### src/rtl/hazard_ctrl.sv
// rtl/hazard_ctrl.sv - pipeline stall, flush and halt-drain controller
module hazard_ctrl (
  input  logic        clk,
  input  logic        rst,
  input  logic [3:0]  id_rs_reg,
  input  logic [3:0]  id_rt_reg,
  input  logic        id_uses_rt,
  input  logic        id_hlt,
  input  logic        branch_taken,
  input  logic        ex_memread,
  input  logic [3:0]  ex_rd,
  input  logic        ex_WriteReg,
  input  logic        mem_busy,
  output logic        pc_stall_n,
  output logic        if_id_stall_n,
  output logic        id_ex_stall_n,
  output logic        if_id_flush,
  output logic        id_ex_flush,
  output logic        halted,
  output logic [15:0] stall_cnt
);

  typedef enum logic [1:0] {
    RUN    = 2'd0,
    DRAIN  = 2'd1,
    HALTED = 2'd2
  } state_t;

  state_t     state;
  logic [1:0] drain_cnt;
  logic       load_use;
  logic       hlt_accept;

  // A load in EX whose destination feeds the ID instruction; r0 never carries a dependency
  assign load_use = ex_memread & ex_WriteReg & (ex_rd != 4'd0) &
                    ((ex_rd == id_rs_reg) | (id_uses_rt & (ex_rd == id_rt_reg)));

  // HLT is only taken when nothing of higher priority claims the cycle
  assign hlt_accept = ~mem_busy & ~load_use & ~branch_taken & id_hlt;

  assign halted = (state == HALTED);

  // Pipeline enables and clears, decoded from state and the current hazards
  always_comb begin
    pc_stall_n    = 1'b1;
    if_id_stall_n = 1'b1;
    id_ex_stall_n = 1'b1;
    if_id_flush   = 1'b0;
    id_ex_flush   = 1'b0;
    if (rst) begin
      // Clear both pipeline registers while the PC is loaded with its reset value
      if_id_flush = 1'b1;
      id_ex_flush = 1'b1;
    end else begin
      case (state)
        RUN: begin
          if (mem_busy) begin
            pc_stall_n    = 1'b0;
            if_id_stall_n = 1'b0;
            id_ex_stall_n = 1'b0;
          end else if (load_use) begin
            pc_stall_n    = 1'b0;
            if_id_stall_n = 1'b0;
            id_ex_flush   = 1'b1;
          end else if (branch_taken) begin
            if_id_flush = 1'b1;
          end
        end
        DRAIN: begin
          // Stop fetching and let the instructions behind HLT retire
          pc_stall_n  = 1'b0;
          if_id_flush = 1'b1;
          if (mem_busy) begin
            if_id_stall_n = 1'b0;
            id_ex_stall_n = 1'b0;
          end
        end
        HALTED: begin
          pc_stall_n    = 1'b0;
          if_id_stall_n = 1'b0;
          id_ex_stall_n = 1'b0;
        end
        default: begin
          pc_stall_n = 1'b1;
        end
      endcase
    end
  end

  // Run/drain/halt sequencing; draining waits three unstalled cycles for EX, MEM and WB
  always_ff @(posedge clk or posedge rst) begin
    if (rst) begin
      state     <= RUN;
      drain_cnt <= 2'd0;
    end else begin
      case (state)
        RUN: begin
          if (hlt_accept) begin
            state     <= DRAIN;
            drain_cnt <= 2'd3;
          end
        end
        DRAIN: begin
          if (!mem_busy) begin
            drain_cnt <= drain_cnt - 2'd1;
            if (drain_cnt <= 2'd1) begin
              state <= HALTED;
            end
          end
        end
        HALTED: begin
          state <= HALTED;
        end
        default: begin
          state     <= RUN;
          drain_cnt <= 2'd0;
        end
      endcase
    end
  end

  // Saturating count of cycles in which the PC did not advance, excluding the halted period
  always_ff @(posedge clk or posedge rst) begin
    if (rst) begin
      stall_cnt <= 16'd0;
    end else if (!pc_stall_n && (state != HALTED) && (stall_cnt != 16'hFFFF)) begin
      stall_cnt <= stall_cnt + 16'd1;
    end
  end

endmodule

### config.mk
export PLATFORM = sky130hd
export DESIGN_NAME = hazard_ctrl
export DESIGN_NICKNAME = d
export VERILOG_FILES = /design/src/rtl/hazard_ctrl.sv
export SDC_FILE = /design/constraint.sdc
export NUM_CORES = 1
export LEC_CHECK = 0
export ABC_AREA = 1
export CAP_MARGIN = 20
export CORE_MARGIN = 4
export CORE_UTILIZATION = 25
export DETAILED_ROUTE_END_ITERATION = 10
export HOLD_SLACK_MARGIN = 0.15
export SYNTH_ARGS = -nofsm -noshare
export SYNTH_HDL_FRONTEND = slang
export SYNTH_SLANG_ARGS = --single-unit
### constraint.sdc
create_clock -name clk -period 1.7 [get_ports clk]
set_input_delay 0.255 -clock clk [delete_from_list [all_inputs] [get_ports clk]]
set_output_delay 0.255 -clock clk [all_outputs]
set_load 0.05 [all_outputs]
After elaboration in Yosys (flattened, before gate mapping). Cells that the tools add are included.

Add/subtract/negate cells: 2. $mul: 0. Divide/modulo/power cells: 0. Magnitude comparators: 1. Equal/unequal tests: 9. Shifts and indexed selects: 0. Muxes and demuxes: 25. Bitwise logic cells: 12. Reductions and logical operators: 9.

Operators by type and width (count): 16-bit by 1-bit adder with 16-bit output (second input constant) (1); 16-bit != test (second input constant) (1); 1-bit 2-to-1 mux (14); 2-bit one-hot mux with 3 select lines (2); 2-bit 2-to-1 mux (5); 4-bit == test (2); 2-bit != test (second input constant) (4); 1-bit bitwise AND (7); 1-bit one-hot mux with 2 select lines (3); 3-bit AND reduction (2); 1-bit NOT (4); 4-bit nonzero test (1); 2-bit OR reduction (2); 1-bit one-hot mux with 3 select lines (1); 2-bit by 1-bit == test with 1-bit output (second input constant) (1); 2-bit == test (second input constant) (1); 2-bit by 1-bit less-or-equal comparator with 1-bit output (second input constant) (1); 1-bit logical AND (2); 2-bit logical NOT (1); 2-bit by 1-bit subtractor with 2-bit output (second input constant) (1); 1-bit logical NOT (1); 1-bit bitwise OR (1).

Register bits after elaboration: 20. Bits in latches: 0. Bits in writable memories: 0. Memory bits (read-only): 0. Output and inout port bits: 22. Memories: 0.

Depth between registers and ports, before layout.
Depth in word-level cells: 11. Mapped depth: 12. Mapped depth without buffers: 12.

Worst setup path after synthesis. No wires, ideal clock.

Kind: flip-flop to output port. Start point: register state[1]. End point: output id_ex_flush. Arrival time: 1961 ps. Data required time: 1445 ps. Path slack: -516 ps. Stages on the path, launching flop included: 5. Buffers on the path: 0. Cell sequence: dfrtp_1 -> inv_1 -> ha_1 -> inv_1 -> o31ai_1.

Cells in the longest elaborated chain, start to end: 3.

Ends and longest elaborated chain: from (decl) (line 29) `state_t state;`; from (signal assigned) (line 93) `state <= RUN;`; from (signal assigned) (line 99) `state <= DRAIN;`; from (signal assigned) (line 107) `state <= HALTED;`; 2-bit logical NOT (line 55) `case (state)`; 1-bit 2-to-1 mux (line 55); 1-bit 2-to-1 mux (line 50) `if (rst) begin`; to (decl) (line 18) `output logic id_ex_flush,`.

No other way between the ends.

Final worst setup path.
Start point: register state[0]. End point: output pc_stall_n.

Cells in the longest elaborated chain, start to end: 4. Elaborated cells between the ends (all ways): 6.

Ends and longest elaborated chain: 2-bit == test / 2-bit by 1-bit == test with 1-bit output (equally long branches) (line 55); 2-bit OR reduction (no line); 1-bit one-hot mux with 2 select lines (*) (line 55); 1-bit 2-to-1 mux (*) (line 50); to (decl) (line 14) `output logic pc_stall_n,`.

Mark *: on every way between the ends. The rest lies on a longest branch, timed or not.

==> flow_summary.toml <==
[run_status]
status = "finished with violations"
failed_checks = "negative setup slack"

[yosys]
synth-simple-area-share = 0.430
synth_top_family_by_area = "simple AND/OR/NAND/NOR gates"
ys_ff_latch = 20
async_reset_ff_frac = 1.00
syn-num-nets = 248
syn_inst = 222
avgSynthCellArea_sq_um = 6.96
synth-xor-area-share = 0.0453
synthAdderAreaFrac = 0.0486
muxShareOfSynthArea = 0
synthFlopType = "dfrtp_1"
synth_edf_count = 0
syn_area_sq_mm = 0.00155
ys_seq_area_frac = 0.324
ys_types = 27
synth_compound_area_frac = 0.0551
yosysWarnings = 0

[sta]
hold_ws_ns = 0.482
hold_viol = 0
worst_slack_ns = -0.140
finalClockSkew_ns = 0.00977
tightest_slew_ns = 0.332
setup_viol = 2
maxSlewViolCount = 0
max_freq_mhz = 543
setup-tns-final_ns = -0.246
period_minus_slack_ns = 1.84
period_share = 1.08
relSlewSlack = 0.777
rsz0062_at_grt = "yes"

[global_route]
antenna_found_initial = 0
grt_pass1_wl_um = 7110
track_usage = 0.116
grt_pass1_vias = 1606
grt_max_degree = 17
gr-total-overflow = 0

[floorplanning]
die_y_um = 86.6
io_pins = 42
start_util = 0.259
die_w_um = 86.6
design.core.area_sq_mm = 0.00596
die-area_sq_mm = 0.00750
num_rows = 28

[clocking]
cts_buffer_depth = 2
clockRootBuffer = "clkbuf_8"
path_clk_slew_ns = 0.07
worstSkewPairLatency_ns = 0.26
cts_buffers = 3
ctsHoldBuffers = 0
clock_sinks = 20
h-tree-depth = 1
cts_tree = "yes"

[drt]
vias = 1679
drtAntennaViolNets = 0
via_per_inst = 4.57
drt-total-wl_um = 4310
dr.pass1.iters = 4
drc = 0
wl_per_cell_um = 11.7
drt-initial-drc-count = 100

[placement]
port_buffers = 41
dpl.hpwl_um = 3350
routabilityCongestion = 0.891
post-place-cells = 356

[finish]
antenna_cells = 0
layout-drive-gt1-share = 0.349
final_cells = 367
layout.nets = 319
syn_to_final_growth_pct = 59.0

[run]
drv_cap = 0

[worst_setup_path]
path_max_fanout = 3
critPathKind = "reg -> out"
cp-start-kind = "register"
cp-end-kind = "output port"
worstPathArrival_ns = 1.59
cp.required_ns = 1.44

[pwr]
power_mw = 3.05
irDropWorstVdd_mv = 0.920
p_leak_nw = 1.15
power_density_mw_per_mm2 = 1240

[worst_hold_path]
worst_hold_path_type = "in -> async"
[stage by stage]
step            util  setup slack [ns]  area (sq um)
3_3_place_gp   0.371            -0.344          2210
4_1_cts        0.400            -0.176          2380
2_1_floorplan      -           -0.0982          1580
6_report       0.413            -0.140          2460
3_5_place_dp   0.371            -0.353          2210
5_1_grt        0.413            -0.214          2460
[layout make-up]
cell class / count / area (sq um)
Clock buffer: 4 / 55.1
Fill cell: 613 / 3500
Inverter: 29 / 115
Multi-Input combinational cell: 169 / 1040
Sequential cell: 20 / 507
Tap cell: 75 / 93.8
Timing Repair Buffer: 70 / 649
[logic make-up (layout without fill, tap and decap cells)]
group                      after synthesis  after routing
DFF                                     20             20
AOI/OAI and AO/OA                       14             14
and+or+nand+nor                        141            141
buffers and inverters                   33            103
adders and majority gates                6              6
xor gates and xnor gates                 8              8
[sequential cells by signal, indices dropped and copies added (netlist names)]
| register | count |
|---|---|
| stall_cnt | 16 |
| drain_cnt | 2 |
| state | 2 |
[critical path, cell delays in order, from the launching register on]
cell,delay [ns]
dfrtp_1,0.41
buf_6,0.14
ha_4,0.15
nor2_4,0.09
inv_2,0.05
a21oi_4,0.20
clkinvlp_4,0.14
buf_8,0.16
[cell usage after synthesis, drive strengths merged (3+ instances only)]
| master | number | area [sq um] |
|---|---|---|
| o21ai | 8 | 40.0 |
| nand3 | 9 | 50.1 |
| a21oi | 4 | 31.3 |
| dfrtp | 20 | 500 |
| xor2 | 5 | 43.8 |
| ha | 6 | 75.1 |
| buf | 3 | 33.8 |
| xnor2 | 3 | 26.3 |
| nor2 | 27 | 106 |
| nor3 | 4 | 25.0 |
| nand4 | 26 | 178 |
| nand2 | 72 | 285 |
| inv | 29 | 109 |
[final timing paths]
check | start | endpoint | slack [ns] | cells after the start
max | state[0]$_DFFE_PP0P_ | pc_stall_n | -0.14 | 7
min | rst | state[1]$_DFFE_PP0P_ | 0.48 | 3
max reg2reg | stall_cnt[0]$_DFFE_PP0P_ | stall_cnt[14]$_DFFE_PP0P_ | 0.14 | 8
min reg2reg | drain_cnt[1]$_DFFE_PP0P_ | drain_cnt[1]$_DFFE_PP0P_ | 0.51 | 2
max in group asynchronous | rst | stall_cnt[1]$_DFFE_PP0P_ | 0.72 | 4
min in group clk | drain_cnt[1]$_DFFE_PP0P_ | drain_cnt[1]$_DFFE_PP0P_ | 0.51 | 2
[metal layers]
| layer | global-route usage | part of all wire |
|---|---|---|
| met1 | 0.147 | 0.43 |
| met2 | 0.202 | 0.51 |
| met3 | 0.0257 | 0.049 |
| met4 | 0.0198 | 0.0097 |
| met5 | 0 | 0 |
[placed cells by master, fill, tap and decap left out, types with 2 or more instances in the layout]
master / n
nand2_1: 66
buf_4: 37
nand4_1: 25
nor2_1: 21
inv_1: 20
dfrtp_1: 15
dlygate4sd2_1: 8
buf_6: 8
inv_2: 7
xor2_1: 5
nand2_2: 5
nand3_1: 5
buf_12: 5
dfrtp_2: 5
nor2_2: 4
o21ai_0: 4
ha_4: 4
clkbuf_8: 4
clkdlybuf4s50_1: 4
nand3_2: 3
xnor2_1: 3
clkdlybuf4s15_1: 3
buf_2: 3
o21ai_1: 2
nor2_4: 2
nor3_1: 2
nor3_2: 2
a21oi_1: 2
o21ai_2: 2
ha_1: 2
[repair_timing]
action	4_1_cts	5_1_grt
endpoints found under the hold margin	0	0
endpoints found under the setup margin	13	20
gates resized for setup	44	27
pin swaps	10	9
setup buffers	5	6
gates cloned	0	0
[where the power goes]
| part | switching, mW | internal, mW |
|---|---|---|
| registers | 0.113 | 0.590 |
| logic | 1.14 | 0.846 |
| clock network | 0.161 | 0.206 |
No activity file was read; power rests on OpenSTA's default activity.
